--- src/rtl/writeback_arbiter.sv ---
// Merges the in-order pipeline writeback (port A, always wins) with a queued long-latency
// writeback (port B) onto the single register-file write port, with WAW squash and starvation relief.
module writeback_arbiter #(
  parameter int DEPTH        = 2,
  parameter int STARVE_LIMIT = 8
) (
  input  logic        clk,
  input  logic        rst_n,
  input  logic        a_valid,
  input  logic [4:0]  a_reg,
  input  logic [31:0] a_data,
  input  logic        b_valid,
  output logic        b_ready,
  input  logic [4:0]  b_reg,
  input  logic [31:0] b_data,
  output logic        RegWrite,
  output logic [4:0]  WriteReg,
  output logic [31:0] WriteD,
  output logic [31:0] busy_mask,
  output logic        stall_o
);

  localparam int AW = $clog2(DEPTH);
  localparam int PW = AW + 1;
  localparam int CW = $clog2(STARVE_LIMIT + 1);
  localparam logic [PW-1:0] FULL_CNT = PW'(DEPTH);
  localparam logic [CW-1:0] LIMIT    = CW'(STARVE_LIMIT);

  logic [PW-1:0]    rd_ptr, wr_ptr;
  logic [DEPTH-1:0] ent_valid;
  logic [4:0]       ent_reg  [DEPTH];
  logic [31:0]      ent_data [DEPTH];
  logic             from_b;
  logic [CW-1:0]    starve_cnt;

  logic [PW-1:0] count, lead, rd_adv;
  logic [AW-1:0] head_idx, wr_idx;
  logic          has_live, full, a_win, pop, push;
  logic [CW-1:0] starve_next;
  logic          stall_next;

  assign count   = wr_ptr - rd_ptr;
  assign full    = (count == FULL_CNT);
  assign b_ready = rst_n && !full;
  assign wr_idx  = wr_ptr[AW-1:0];
  assign a_win   = a_valid && (a_reg != 5'd0);
  assign push    = b_valid && b_ready && (b_reg != 5'd0);
  assign pop     = !a_win && has_live;
  // Squashed slots ahead of the first live entry are reclaimed every cycle, so they never cost an output cycle.
  assign rd_adv  = lead + PW'(pop);

  // NOTE: every always_comb output gets a default first so no path leaves it unassigned (no latch).
  always_comb begin
    has_live = 1'b0;
    head_idx = '0;
    lead     = '0;
    for (int i = 0; i < DEPTH; i++) begin
      if (!has_live && (PW'(i) < count)) begin
        if (ent_valid[rd_ptr[AW-1:0] + AW'(i)]) begin
          has_live = 1'b1;
          head_idx = rd_ptr[AW-1:0] + AW'(i);
        end else begin
          lead = lead + 1'b1;
        end
      end
    end
  end

  always_comb begin
    starve_next = '0;
    stall_next  = 1'b0;
    if (!pop && has_live) begin
      starve_next = (starve_cnt == LIMIT) ? starve_cnt : starve_cnt + 1'b1;
      stall_next  = stall_o || (starve_next >= LIMIT);
    end
  end

  always_comb begin
    busy_mask = '0;
    for (int i = 0; i < DEPTH; i++) begin
      if (ent_valid[i]) busy_mask[ent_reg[i]] = 1'b1;
    end
    if (RegWrite && from_b) busy_mask[WriteReg] = 1'b1;
    busy_mask[0] = 1'b0;
  end

  // NOTE: sequential state uses non-blocking assignments so every register samples pre-edge values.
  always_ff @(posedge clk or negedge rst_n) begin
    if (!rst_n) begin
      rd_ptr     <= '0;
      wr_ptr     <= '0;
      ent_valid  <= '0;
      RegWrite   <= 1'b0;
      WriteReg   <= '0;
      WriteD     <= '0;
      from_b     <= 1'b0;
      starve_cnt <= '0;
      stall_o    <= 1'b0;
    end else begin
      rd_ptr <= rd_ptr + rd_adv;
      for (int i = 0; i < DEPTH; i++) begin
        if (a_win && ent_reg[i] == a_reg) ent_valid[i] <= 1'b0;
      end
      if (pop) ent_valid[head_idx] <= 1'b0;
      // The entry enqueued this edge is younger than the A write, so it is set after the squash.
      if (push) begin
        ent_valid[wr_idx] <= 1'b1;
        wr_ptr            <= wr_ptr + 1'b1;
      end
      if (a_win) begin
        RegWrite <= 1'b1;
        WriteReg <= a_reg;
        WriteD   <= a_data;
        from_b   <= 1'b0;
      end else if (pop) begin
        RegWrite <= 1'b1;
        WriteReg <= ent_reg[head_idx];
        WriteD   <= ent_data[head_idx];
        from_b   <= 1'b1;
      end else begin
        RegWrite <= 1'b0;
        from_b   <= 1'b0;
      end
      starve_cnt <= starve_next;
      stall_o    <= stall_next;
    end
  end

  // NOTE: payload storage is not reset; ent_valid alone decides whether a slot holds anything.
  always_ff @(posedge clk) begin
    if (push) begin
      ent_reg[wr_idx]  <= b_reg;
      ent_data[wr_idx] <= b_data;
    end
  end

endmodule

--- config.mk ---
export PLATFORM = sky130hd
export DESIGN_NAME = writeback_arbiter
export DESIGN_NICKNAME = d
export VERILOG_FILES = /design/src/rtl/writeback_arbiter.sv
export SDC_FILE = /design/constraint.sdc
export NUM_CORES = 1
export LEC_CHECK = 0
export CAP_MARGIN = 20
export CELL_PAD_IN_SITES_DETAIL_PLACEMENT = 1
export CELL_PAD_IN_SITES_GLOBAL_PLACEMENT = 1
export CORE_UTILIZATION = 32
export CTS_CLUSTER_SIZE = 12
export DETAILED_ROUTE_END_ITERATION = 8
export PLACE_DENSITY = 0.72
export SLEW_MARGIN = 20
export SYNTH_ARGS = -nofsm -noshare
export SYNTH_HDL_FRONTEND = slang
export SYNTH_SLANG_ARGS = --single-unit
--- constraint.sdc ---
create_clock -name clk -period 4.3 [get_ports clk]
set_clock_uncertainty 0.1 [all_clocks]
set_input_delay 1.29 -clock clk [delete_from_list [all_inputs] [get_ports clk]]
set_output_delay 1.29 -clock clk [all_outputs]
set_load 0.005 [all_outputs]
Word level (Yosys, flattened, before mapping)
Memory sizes are Yosys's and may differ from the RTL's.
Cells that the tools add are included.
{"block": "totals", "regBits": 50, "latch_bits": 0, "ramBits": 74, "mem_bits_ro": 0, "inputBits": 78, "out_inout_bits": 72, "word_cells": 110, "n_memories": 2}
{"memory": "ent_data", "depth": 2, "word_bits": 32, "read_ports": 1, "rd_ports_with_merged_regs": 0, "write_ports": 1, "line_no": "32", "source": "logic [31:0] ent_data [DEPTH];"}
{"memory": "ent_reg", "depth": 2, "word_bits": 5, "read_ports": 3, "rd_ports_with_merged_regs": 0, "write_ports": 1, "line_no": "31", "source": "logic [4:0] ent_reg [DEPTH];"}
{"block": "op_classes", "n_addsub": 7, "n_mul": 0, "div": 0, "magnitude_cmp": 15, "n_eq_ne": 4, "n_shift": 0, "muxes": 45, "n_bitwise": 5, "reduce_logical": 23}
{"cell": "32-bit two-way mux", "count": 5}
{"cell": "32-bit OR", "count": 2}
{"cell": "1-bit two-way mux", "count": 26}
{"cell": "5-bit by 6-bit < comparator with 1-bit output (second input constant)", "count": 3}
{"cell": "1-bit demux with 5-bit select", "count": 3}
{"cell": "5-bit by 1-bit >= comparator with 1-bit output (second input constant)", "count": 3}
{"cell": "1-bit logical AND", "count": 15}
{"cell": "5-bit equality test", "count": 2}
{"cell": "2-bit two-way mux", "count": 5}
{"cell": "5-bit two-way mux", "count": 2}
{"cell": "5-bit nonzero test", "count": 2}
{"cell": "1-bit by 2-bit < comparator with 1-bit output (second input constant)", "count": 4}
{"cell": "4-bit two-way mux", "count": 2}
{"cell": "2-bit by 1-bit adder with 2-bit output (second input constant)", "count": 2}
{"cell": "4-bit by 1-bit adder with 4-bit output (second input constant)", "count": 1}
{"cell": "4-bit equality test (second input constant)", "count": 1}
{"cell": "4-bit >= comparator (second input constant)", "count": 1}
{"cell": "1-bit logical NOT", "count": 4}
{"cell": "1-bit by 2-bit < comparator with 1-bit output (first input constant)", "count": 2}
{"cell": "2-bit by 1-bit adder with 2-bit output", "count": 1}
{"cell": "2-bit adder", "count": 1}
{"cell": "2-bit bitwise AND", "count": 1}
{"cell": "1-bit demux with 1-bit select", "count": 2}
{"cell": "2-bit equality test (second input constant)", "count": 1}
{"cell": "other kinds (7)", "count": 8}

Depth between registers and ports, before layout
Gate-level depths: netlist of run 1.
{"block": "depth", "depth_word": 16, "depth_mapped": 10}

Worst setup path before layout of run 1
Ideal clock, no wire load.
{"block": "synth_path", "path_type": "in2reg", "startpoint": "input a_reg[1]", "endpoint": "register rd_ptr[1]", "setup_time_ns": 0.128, "arrival_ns": 3.008, "required_ns": 4.072, "slack_ns": 1.063, "cell_stages": 7, "n_path_buf": 1, "cell_sequence": "or4_1 > o21a_1 > buf_4 > a21oi_4 > inv_2 > fa_1 > xor2_1"}
{"block": "synth_via", "elab_chain_len": 6}
{"item": "start: declaration", "line_no": "10", "source": "input logic [4:0] a_reg,"}
{"item": "5-bit nonzero test", "line_no": "46", "source": "assign a_win = a_valid && (a_reg != 5'd0);"}
{"item": "1-bit logical AND", "line_no": "46"}
{"item": "1-bit logical NOT", "line_no": "48", "source": "assign pop = !a_win && has_live;"}
{"item": "1-bit logical AND", "line_no": "48"}
{"item": "2-bit by 1-bit adder with 2-bit output", "line_no": "50", "source": "assign rd_adv = lead + PW'(pop);"}
{"item": "2-bit adder", "line_no": "100", "source": "rd_ptr <= rd_ptr + rd_adv;"}
{"item": "end signal: assignment", "line_no": "100"}
{"item": "end: declaration", "line_no": "29", "source": "logic [PW-1:0] rd_ptr, wr_ptr;"}
No other way between the ends.
A chain may end at the register's enable or synchronous reset.

Worst setup path in the final report of run 1
{"block": "layout_path", "startpoint": "register rd_ptr[0]", "endpoint": "output b_ready"}
{"block": "layout_via", "elab_chain_len": 4}
{"item": "2-bit subtractor", "line_no": "42", "source": "assign count = wr_ptr - rd_ptr;"}
{"item": "2-bit equality test", "line_no": "43", "source": "assign full = (count == FULL_CNT);"}
{"item": "1-bit logical NOT", "line_no": "44", "source": "assign b_ready = rst_n && !full;"}
{"item": "1-bit logical AND", "line_no": "44"}
{"item": "end: declaration", "line_no": "13", "source": "output logic b_ready,"}
No other way between the ends.

==> report_table.html, run 1 <==
<table>
<tr><th>Metric</th><th>Value</th></tr>
<tr><th colspan="2">Place</th></tr>
<tr><td>Total placed cells including tap cells</td><td>857</td></tr>
<tr><td>PortBufs</td><td>148</td></tr>
<tr><td>Hpwl dp</td><td>around 13,000 um</td></tr>
<tr><td>Routability congestion estimate from global placement</td><td>0.8704</td></tr>
<tr><th colspan="2">STA</th></tr>
<tr><td>Maximum clock rate</td><td>between 200 and 300 MHz</td></tr>
<tr><td>Final setup fails</td><td>0</td></tr>
<tr><td>RSZ-0062 raised after global routing</td><td>false</td></tr>
<tr><td>Slew margin rel.</td><td>40.78%</td></tr>
<tr><td>Smallest hold slack</td><td>between 0.4 and 0.5 ns</td></tr>
<tr><td>Transition time of the tightest slew-check pin</td><td>roughly 0.89 ns</td></tr>
<tr><td>Tmin final</td><td>between 3 and 4 ns</td></tr>
<tr><td>Setup tns final</td><td>0 ns</td></tr>
<tr><td>Count of endpoints failing hold in the final timing report</td><td>0</td></tr>
<tr><td>Fin. max-slew vios</td><td>0</td></tr>
<tr><td>Fin crit share</td><td>about nine tenths</td></tr>
<tr><th colspan="2">Logic synthesis</th></tr>
<tr><td>Ranking of synthesized cells by area</td><td>sky130_fd_sc_hd__edfxtp_1 (37%), sky130_fd_sc_hd__dfrtp_1 (21%), sky130_fd_sc_hd__mux2i_1 (6.6%)</td></tr>
<tr><td>Total standard cell area after synthesis</td><td>slightly above 6000 um2</td></tr>
<tr><td>Fraction of registers with async set/reset</td><td>40.32%</td></tr>
<tr><td>Syn nets</td><td>590</td></tr>
<tr><td>Top cell type by total area after synthesis</td><td>sky130_fd_sc_hd__edfxtp_1</td></tr>
<tr><td>Number of synthesized flops with an enable pin</td><td>between 70 and 80</td></tr>
<tr><td>Netlist cell types</td><td>49</td></tr>
<tr><td>Primary flip-flop cell chosen by synthesis mapping</td><td>sky130_fd_sc_hd__edfxtp_1</td></tr>
<tr><td>Top cell type's share of synthesized area</td><td>36.76%</td></tr>
<tr><td>Post-synthesis instance total</td><td>a little over 500</td></tr>
<tr><td>Mean post-synth cell area</td><td>between 10 and 15 um2</td></tr>
<tr><td>Synth Warn #</td><td>0</td></tr>
<tr><td>Number of storage elements in the synthesis netlist</td><td>~120</td></tr>
<tr><td>Share of the yosys chip area belonging to registers</td><td>approximately 57%</td></tr>
<tr><th colspan="2">Setup path</th></tr>
<tr><td>Slowest cell on crit path</td><td>sky130_fd_sc_hd__clkdlybuf4s50_1</td></tr>
<tr><td>Kind of critical path</td><td>flop to output pin</td></tr>
<tr><td>Critical Path End Type</td><td>output pin</td></tr>
<tr><td>Kind of launch point of the worst setup path</td><td>flop</td></tr>
<tr><td>Worst stage delay on the critical path</td><td>roughly 0.58 ns</td></tr>
<tr><td>Highest fanout seen on the critical path</td><td>8</td></tr>
<tr><td>Count of buffer and inverter cells on the critical path</td><td>1</td></tr>
<tr><td>Data required time of the critical path</td><td>2.91 ns</td></tr>
<tr><td>Arrival time worst endpoint</td><td>approximately 2.5 ns</td></tr>
<tr><td>List of cells traversed by the critical path</td><td>ha_1 -&gt; xor3_2 -&gt; a21boi_0 -&gt; clkdlybuf4s50_1</td></tr>
<tr><td>Family with the most delay on the worst path</td><td>buffers and inverters</td></tr>
<tr><th colspan="2">Drt</th></tr>
<tr><td>Via Count</td><td>just under 5,000</td></tr>
<tr><td>Max Used Layer</td><td>met4</td></tr>
<tr><td>Post-detailed-route count of antenna-violating nets</td><td>0</td></tr>
<tr><td>DRC Markers</td><td>0</td></tr>
<tr><td>Routed via count divided by cell count</td><td>5.435</td></tr>
<tr><td>Final WL</td><td>approximately 19,000 um</td></tr>
<tr><td>WL met2</td><td>about 9000 um</td></tr>
<tr><td>Number of search-and-repair iterations in the first detailed-routing pass</td><td>4</td></tr>
<tr><td>Length of routed met3 wiring</td><td>between 1000 and 1500 um</td></tr>
<tr><td>Number of violations reported at the end of detailed-routing iteration 0</td><td>212</td></tr>
<tr><td>Total routed wire length on the met1 layer</td><td>slightly below 8000 um</td></tr>
<tr><td>Final routed wire length divided by cell count</td><td>about 21 um</td></tr>
<tr><th colspan="2">Floorplanning</th></tr>
<tr><td>Horizontal die dimension</td><td>139.4 um</td></tr>
<tr><td>Full die area</td><td>19,440 um2</td></tr>
<tr><td>Number of top-level pins</td><td>150</td></tr>
<tr><td>Core area</td><td>between 15,000 and 20,000 um2</td></tr>
<tr><td>Chip height</td><td>139.4 um</td></tr>
<tr><td>Starting density of the core</td><td>approximately a third</td></tr>
<tr><td>Cell row count</td><td>~50</td></tr>
<tr><th colspan="2">Power and ir drop</th></tr>
<tr><td>Power Density</td><td>between 600 and 700 nW/um2</td></tr>
<tr><td>Lkg Pwr</td><td>between 3 and 4 nW</td></tr>
<tr><td>Overall power consumption</td><td>5.737 mW</td></tr>
<tr><td>IR drop worst, VDD</td><td>0.0003392 V</td></tr>
<tr><th colspan="2">Global routing</th></tr>
<tr><td>Via count of the first global-routing pass</td><td>between 5,000 and 6,000</td></tr>
<tr><td>Wire length of the first global-routing pass</td><td>around 29,000 um</td></tr>
<tr><td>Total Routing Usage GR</td><td>between 10% and 20%</td></tr>
<tr><td>Number of antenna violations at the first check in global routing</td><td>0</td></tr>
<tr><td>Largest net degree at the start of global routing</td><td>between 50 and 60</td></tr>
<tr><td>Remaining Overflow, GRT</td><td>0</td></tr>
<tr><th colspan="2">Layout</th></tr>
<tr><td>Register Area</td><td>3473 um2</td></tr>
<tr><td>Ant. Diodes</td><td>0</td></tr>
<tr><td>Signed area change from the synthesized netlist to the final layout</td><td>36.51%</td></tr>
<tr><td>Layout cells sized above 1</td><td>around 7.6%</td></tr>
<tr><td>Max reg flops</td><td>64</td></tr>
<tr><td>Post-layout nets</td><td>730</td></tr>
<tr><td>Multi-input combinational cell area</td><td>2313 um2</td></tr>
<tr><td>Filler Cell Count</td><td>between 1,500 and 2,000</td></tr>
<tr><td>Util after Layout</td><td>a little under half</td></tr>
<tr><td>Filler-free cell count of the finished design</td><td>889</td></tr>
<tr><th colspan="2">CTS</th></tr>
<tr><td>Hold-fix buffers, CTS</td><td>0</td></tr>
<tr><td>CTS tree</td><td>built</td></tr>
<tr><td>Clk sink count</td><td>about 120</td></tr>
<tr><td>Clk Tree Root Cell</td><td>sky130_fd_sc_hd__clkbuf_16</td></tr>
<tr><td>Worst skew pair latency</td><td>roughly 0.42 ns</td></tr>
<tr><td>CTS H-tree depth</td><td>4</td></tr>
<tr><td>Number of buffers inserted during clock tree synthesis</td><td>17</td></tr>
<tr><td>Worst-path clk slew</td><td>0.05 ns</td></tr>
<tr><td>Maximum clock insertion buffer count</td><td>2</td></tr>
<tr><td>CTS resizes</td><td>0</td></tr>
<tr><td>Count of buffers added by post-CTS timing repair for setup</td><td>0</td></tr>
<tr><th colspan="2">Run</th></tr>
<tr><td>Total of max-cap violations</td><td>0</td></tr>
<tr><th colspan="2">Worst hold path</th></tr>
<tr><td>Hold Crit Class</td><td>flop to flop</td></tr>
<tr><th colspan="2">Run status</th></tr>
<tr><td>Run status</td><td>complete, no violations</td></tr>
</table>
## cell families (layout without fill, tap and decap cells)
| logic type | count (synthesis) | in the layout | synth area share [%] |
|---|---|---|---|
| AND/OR/NAND/NOR | 176 | 176 | 15.15 |
| XOR/XNOR | 17 | 17 | 2.732 |
| other | 1 | 1 | 0.06204 |
| adder cells (fa/ha/maj) | 5 | 5 | 1.159 |
| multiplexers | 41 | 41 | 6.810 |
| AO/OA/AOI/OAI | 98 | 98 | 12.07 |
| flip-flops | 124 | 124 | 57.46 |
| buffers and inverters | 45 | 198 | 4.554 |
## cell type report
type                    instances  area share [%]
flip-flops and latches        124           42.09
multi-input cells             338           28.04
repair buffers                158           19.11
clock buffers                  23           5.792
well taps                     229           3.472
clock inverters                 9           1.137
inverters                       8          0.3639
## path summary, 6_finish.rpt
check,start,endpoint,slack [ns],depth (start not counted)
hold reg to reg,wr_ptr[0],wr_ptr[0],0.40,1
setup reg to reg,rd_ptr[0],ent_data[1][5],1.51,5
max in group asynchronous,rst_n,starve_cnt[2],2.70,2
setup / recovery,rd_ptr[0],b_ready,0.40,4
hold / removal,wr_ptr[0],wr_ptr[0],0.40,1
min in group asynchronous,rst_n,WriteD[24],0.93,2
## stage by stage
stage	instance area, um2	worst slack (ns)
3_3_place_gp	7680	0.5481
6_report	8252	0.3997
4_1_cts	8252	0.3584
2_1_floorplan	6045	1.063
5_1_grt	8252	0.2931
3_5_place_dp	7680	0.5385
## routing by layer
layer / vias to the layer above / global-route usage [%]
met4: 0 / 8.129
met2: 165 / 33.17
met1: 2420 / 23.00
met5: - / 0
met3: 33 / 6.469
li1: 2214 / -
## cells in the final DEF (no fill, tap or decap), types with 4 or more instances in the layout
cell,Yosys,routed
sky130_fd_sc_hd__nor4_1,32,32
sky130_fd_sc_hd__ha_1,4,4
sky130_fd_sc_hd__and3_1,6,6
sky130_fd_sc_hd__and3b_1,4,4
sky130_fd_sc_hd__dfrtp_1,50,50
sky130_fd_sc_hd__nor3b_1,9,9
sky130_fd_sc_hd__buf_4,5,8
sky130_fd_sc_hd__a211oi_1,32,32
sky130_fd_sc_hd__nor3_1,8,8
sky130_fd_sc_hd__a22oi_1,15,15
sky130_fd_sc_hd__nand3_1,10,10
sky130_fd_sc_hd__o21ai_0,15,15
sky130_fd_sc_hd__nand2_1,38,38
sky130_fd_sc_hd__edfxtp_1,74,74
sky130_fd_sc_hd__mux2i_1,40,40
sky130_fd_sc_hd__clkdlybuf4s50_1,0,147
sky130_fd_sc_hd__xor2_1,8,8
sky130_fd_sc_hd__o221ai_1,18,18
sky130_fd_sc_hd__nand3b_1,8,8
sky130_fd_sc_hd__nor2_1,44,44
sky130_fd_sc_hd__xnor2_1,8,8
sky130_fd_sc_hd__clkbuf_16,0,17
sky130_fd_sc_hd__clkinv_1,0,4
sky130_fd_sc_hd__inv_1,7,7
## cells in the mapped netlist, drive strengths merged (6+ instances only)
master / count
edfxtp: 74
dfrtp: 50
nor2: 44
mux2i: 40
nand2: 38
a211oi: 32
nor4: 32
buf: 19
clkbuf: 18
o21ai: 18
o221ai: 18
a22oi: 15
nand3: 10
nor3b: 9
inv: 8
nand3b: 8
nor3: 8
xnor2: 8
xor2: 8
and3: 6
## report_power, final
group          total (mW)  internal [mW]  switching (mW)
sequential           1.95           1.64           0.308
clock                1.38          0.888           0.496
combinational        2.40           1.10            1.30
Note: power is estimated with default switching activity, not from simulation.
==> inputs of run 2 (changes only) <==
--- a/config.mk
+++ b/config.mk
@@ -5,7 +5,7 @@
 export SDC_FILE = /design/constraint.sdc
 export NUM_CORES = 1
 export LEC_CHECK = 0
-export CAP_MARGIN = 20
+export CAP_MARGIN = 10
 export CELL_PAD_IN_SITES_DETAIL_PLACEMENT = 1
 export CELL_PAD_IN_SITES_GLOBAL_PLACEMENT = 1
 export CORE_UTILIZATION = 32
==> results of run 2 <==
Same layout as run 1: the final DEF is identical, and so are final timing and power.
==> inputs of run 3 (changes only) <==
--- a/config.mk
+++ b/config.mk
@@ -6,12 +6,10 @@
 export NUM_CORES = 1
 export LEC_CHECK = 0
 export CAP_MARGIN = 10
-export CELL_PAD_IN_SITES_DETAIL_PLACEMENT = 1
-export CELL_PAD_IN_SITES_GLOBAL_PLACEMENT = 1
 export CORE_UTILIZATION = 32
 export CTS_CLUSTER_SIZE = 12
 export DETAILED_ROUTE_END_ITERATION = 8
-export PLACE_DENSITY = 0.72
+export PLACE_DENSITY = 0.6
 export SLEW_MARGIN = 20
 export SYNTH_ARGS = -nofsm -noshare
 export SYNTH_HDL_FRONTEND = slang
==> report_table.html, run 3 (same netlist as run 1, synthesis figures left out) <==
<table>
<tr><th>Metric</th><th>Value</th></tr>
<tr><th colspan="2">CTS</th></tr>
<tr><td>Worst skew pair latency</td><td>0.41 ns (about the same)</td></tr>
<tr><td>Hold-fix buffers, CTS</td><td>0 (unchanged)</td></tr>
<tr><td>Clk Tree Root Cell</td><td>sky130_fd_sc_hd__clkbuf_16</td></tr>
<tr><td>CTS resizes</td><td>0 (unchanged)</td></tr>
<tr><td>CTS H-tree depth</td><td>4 (unchanged)</td></tr>
<tr><td>Worst-path clk slew</td><td>0.06 ns (about the same)</td></tr>
<tr><td>Maximum clock insertion buffer count</td><td>2 (unchanged)</td></tr>
<tr><td>Clk sink count</td><td>124 (unchanged)</td></tr>
<tr><td>Number of buffers inserted during clock tree synthesis</td><td>17 (unchanged)</td></tr>
<tr><td>CTS tree</td><td>built</td></tr>
<tr><td>Count of buffers added by post-CTS timing repair for setup</td><td>0 (unchanged)</td></tr>
<tr><th colspan="2">STA</th></tr>
<tr><td>Setup tns final</td><td>0 ns (unchanged)</td></tr>
<tr><td>RSZ-0062 raised after global routing</td><td>false</td></tr>
<tr><td>Slew margin rel.</td><td>51.67% (+11 points)</td></tr>
<tr><td>Final setup fails</td><td>0 (unchanged)</td></tr>
<tr><td>Maximum clock rate</td><td>263.6 MHz (+2.8%)</td></tr>
<tr><td>Worst Setup Slack, final</td><td>0.5059 ns (+0.1062 ns)</td></tr>
<tr><td>Fin. max-slew vios</td><td>0 (unchanged)</td></tr>
<tr><td>Count of endpoints failing hold in the final timing report</td><td>0 (unchanged)</td></tr>
<tr><td>Tmin final</td><td>3.794 ns (-0.1062 ns)</td></tr>
<tr><td>Fin crit share</td><td>88.24% (-2.5 points)</td></tr>
<tr><td>Transition time of the tightest slew-check pin</td><td>0.7194 ns (-0.1689 ns)</td></tr>
<tr><th colspan="2">Power and ir drop</th></tr>
<tr><td>Power share of the sequential group</td><td>34.1% (about the same)</td></tr>
<tr><td>Share of power burned in the clock network</td><td>24.6% (+0.5 points)</td></tr>
<tr><td>Internal power</td><td>3.590 mW (-1.2%)</td></tr>
<tr><td>Logic gate share of total power</td><td>41.3% (-0.6 points)</td></tr>
<tr><td>Power Density</td><td>689.5 nW/um2 (-0.83%)</td></tr>
<tr><td>Switching part of the total power</td><td>36.86% (+0.17 points)</td></tr>
<tr><td>Switching component of the power</td><td>2.096 mW (-0.44%)</td></tr>
<tr><td>IR drop worst, VDD</td><td>0.0004885 V (+44%)</td></tr>
<tr><td>Lkg Pwr</td><td>3.090 nW (-0.49%)</td></tr>
<tr><th colspan="2">Drt</th></tr>
<tr><td>Routed via count divided by cell count</td><td>5.438 (about the same)</td></tr>
<tr><td>Post-detailed-route count of antenna-violating nets</td><td>0 (unchanged)</td></tr>
<tr><td>Number of violations reported at the end of detailed-routing iteration 0</td><td>291 (+37%)</td></tr>
<tr><td>Final routed wire length divided by cell count</td><td>19.47 um (-6.6%)</td></tr>
<tr><td>Via Count</td><td>4,840 (+0.17%)</td></tr>
<tr><td>Number of search-and-repair iterations in the first detailed-routing pass</td><td>4 (unchanged)</td></tr>
<tr><td>Final WL</td><td>17,330 um (-6.5%)</td></tr>
<tr><td>DRC Markers</td><td>0 (unchanged)</td></tr>
<tr><th colspan="2">Layout</th></tr>
<tr><td>Ant. Diodes</td><td>0 (unchanged)</td></tr>
<tr><td>Leading cell types in the layout, fill and taps excluded</td><td>sky130_fd_sc_hd__clkdlybuf4s50_1 (147), sky130_fd_sc_hd__edfxtp_1 (74), sky130_fd_sc_hd__dfrtp_1 (50)</td></tr>
<tr><td>Layout cells sized above 1</td><td>8.472% (+0.90 points)</td></tr>
<tr><td>Most frequent standard cell in the layout excluding fill and tap cells</td><td>sky130_fd_sc_hd__clkdlybuf4s50_1</td></tr>
<tr><td>Final cell area excluding filler cells</td><td>8247 um2 (about the same)</td></tr>
<tr><td>Post-layout nets</td><td>731 (+0.14%)</td></tr>
<tr><td>Signed area change from the synthesized netlist to the final layout</td><td>36.43% (about the same)</td></tr>
<tr><td>Max reg flops</td><td>64 (unchanged)</td></tr>
<tr><th colspan="2">Place</th></tr>
<tr><td>Hpwl dp</td><td>11,550 um (-10%)</td></tr>
<tr><td>Routability congestion estimate from global placement</td><td>0.8536 (-1.9%)</td></tr>
<tr><td>Placed Area</td><td>7662 um2 (-0.23%)</td></tr>
<tr><td>Worst slack at placement</td><td>0.5995 ns (+0.06104 ns)</td></tr>
<tr><td>PortBufs</td><td>148 (unchanged)</td></tr>
<tr><th colspan="2">Worst hold path</th></tr>
<tr><td>Hold Crit Class</td><td>flop to flop</td></tr>
<tr><td>Cell count of the worst hold path</td><td>1 (unchanged)</td></tr>
<tr><td>Hold_sp</td><td>wr_ptr[0]</td></tr>
<tr><td>Endpoint with the worst hold slack</td><td>wr_ptr[0]</td></tr>
<tr><th colspan="2">Setup path</th></tr>
<tr><td>Number of cells on the worst reg-to-reg path</td><td>6 (+1)</td></tr>
<tr><td>List of cells traversed by the critical path</td><td>nor3b_1 -&gt; a22oi_1 -&gt; o21ai_0 -&gt; clkdlybuf4s50_1</td></tr>
<tr><td>Worst stage delay on the critical path</td><td>0.59 ns (about the same)</td></tr>
<tr><td>Highest fanout seen on the critical path</td><td>10 (+2)</td></tr>
<tr><td>Arrival time worst endpoint</td><td>2.40 ns (-0.11 ns)</td></tr>
<tr><td>Family with the most delay on the worst path</td><td>flip-flops</td></tr>
<tr><td>Count of buffer and inverter cells on the critical path</td><td>1 (unchanged)</td></tr>
<tr><td>Data required time of the critical path</td><td>2.91 ns (about the same)</td></tr>
<tr><td>R2R setup slack</td><td>1.60 ns (+0.09 ns)</td></tr>
<tr><td>Kind of critical path</td><td>flop to output pin</td></tr>
<tr><td>Slowest cell on crit path</td><td>sky130_fd_sc_hd__edfxtp_1</td></tr>
<tr><td>RR Endpoint</td><td>ent_data[1][30]</td></tr>
<tr><td>Critical Path End Type</td><td>output pin</td></tr>
<tr><td>R2r startpoint</td><td>rd_ptr[0]</td></tr>
<tr><td>Kind of launch point of the worst setup path</td><td>flop</td></tr>
<tr><th colspan="2">Global routing</th></tr>
<tr><td>Number of antenna violations at the first check in global routing</td><td>1 (+1)</td></tr>
<tr><td>Remaining Overflow, GRT</td><td>0 (unchanged)</td></tr>
<tr><td>Via count of the first global-routing pass</td><td>5,008 (-4.9%)</td></tr>
<tr><td>Wire length of the first global-routing pass</td><td>27,450 um (-5.3%)</td></tr>
<tr><td>Total Routing Usage GR</td><td>18.35% (-1.3 points)</td></tr>
<tr><td>Largest net degree at the start of global routing</td><td>51 (unchanged)</td></tr>
<tr><th colspan="2">Run</th></tr>
<tr><td>Total of max-cap violations</td><td>0 (unchanged)</td></tr>
<tr><th colspan="2">Floorplanning</th></tr>
<tr><td>Horizontal die dimension</td><td>139.4 um (unchanged)</td></tr>
<tr><td>Full die area</td><td>19,440 um2 (unchanged)</td></tr>
<tr><td>Cell row count</td><td>49 (unchanged)</td></tr>
<tr><td>Starting density of the core</td><td>33.20% (unchanged)</td></tr>
<tr><td>Chip height</td><td>139.4 um (unchanged)</td></tr>
<tr><td>Core area</td><td>18,210 um2 (unchanged)</td></tr>
<tr><td>Number of top-level pins</td><td>150 (unchanged)</td></tr>
<tr><th colspan="2">Run status</th></tr>
<tr><td>Run status</td><td>complete, no violations</td></tr>
</table>
## run 3: changes by cell type in the layout (fill, tap and decap cells not counted), sizes merged
| cell | previous run | this run |
|---|---|---|
| clkbuf | 23 | 18 |
| inv | 8 | 9 |
| buf | 11 | 12 |
| clkinv | 7 | 6 |
| clkinvlp | 0 | 5 |
## run 3: worst max-delay path by stage
stage	start	to	slack, ns	cells past startpoint
2_1_floorplan	a_reg[1]	rd_ptr[1]	1.06	7
3_3_place_gp	rst_n	b_ready	0.59	4
3_5_place_dp	rst_n	b_ready	0.60	4
4_1_cts	rd_ptr[0]	b_ready	0.52	5
5_1_grt	ent_reg[1][3]	busy_mask[19]	0.38	4
6_report	ent_reg[0][3]	busy_mask[7]	0.51	4
## run 3: power groups by stage
stage	clock (mW)	combinational, mW	sequential [mW]
6_report	1.40	2.35	1.94
5_1_grt	1.48	2.57	1.98
4_1_cts	1.42	2.37	1.93
3_5_place_dp	0	2.37	1.95
3_3_place_gp	0	2.32	1.94
2_1_floorplan	0	1.57	1.84
## run 3: routing by layer
layer	vias to the layer above	wire length [um]	global-route usage [%]
met2	241	8062	29.62
met4	0	240	6.316
li1	2227	-	-
met5	-	0	0
met1	2349	7395	23.30
met3	23	1628	5.643
## run 3: final cells by class
| cell class | instances | area [um2] |
|---|---|---|
| Clock buffer | 18 | 439.2 |
| Clock inverter | 14 | 145.1 |
| Fill cell | 1631 | 9962 |
| Inverter | 8 | 30.03 |
| Multi-Input combinational cell | 338 | 2313 |
| Sequential cell | 124 | 3473 |
| Tap cell | 229 | 286.5 |
| Timing Repair Buffer | 159 | 1559 |
## run 3: worst register-to-register path, cell delays in order (launching register included)
cell and delay, ns:
sky130_fd_sc_hd__dfrtp_1 0.46, sky130_fd_sc_hd__ha_1 0.24, sky130_fd_sc_hd__xor3_2 0.36, sky130_fd_sc_hd__a21boi_0 0.21, sky130_fd_sc_hd__buf_4 0.15, sky130_fd_sc_hd__and4_2 0.33, sky130_fd_sc_hd__buf_4 0.47
## run 3: metrics by stage
step	hold WS, ns	power (mW)	utilization [%]	cells
detailed placement	0.3845	4.314	42.08	858
global placement	0.3763	4.264	42.08	858
floorplan	0.3590	3.412	-	507
finish	0.3975	5.686	45.29	890
global route	0.4056	6.024	45.29	890
CTS	0.3972	5.727	45.29	890
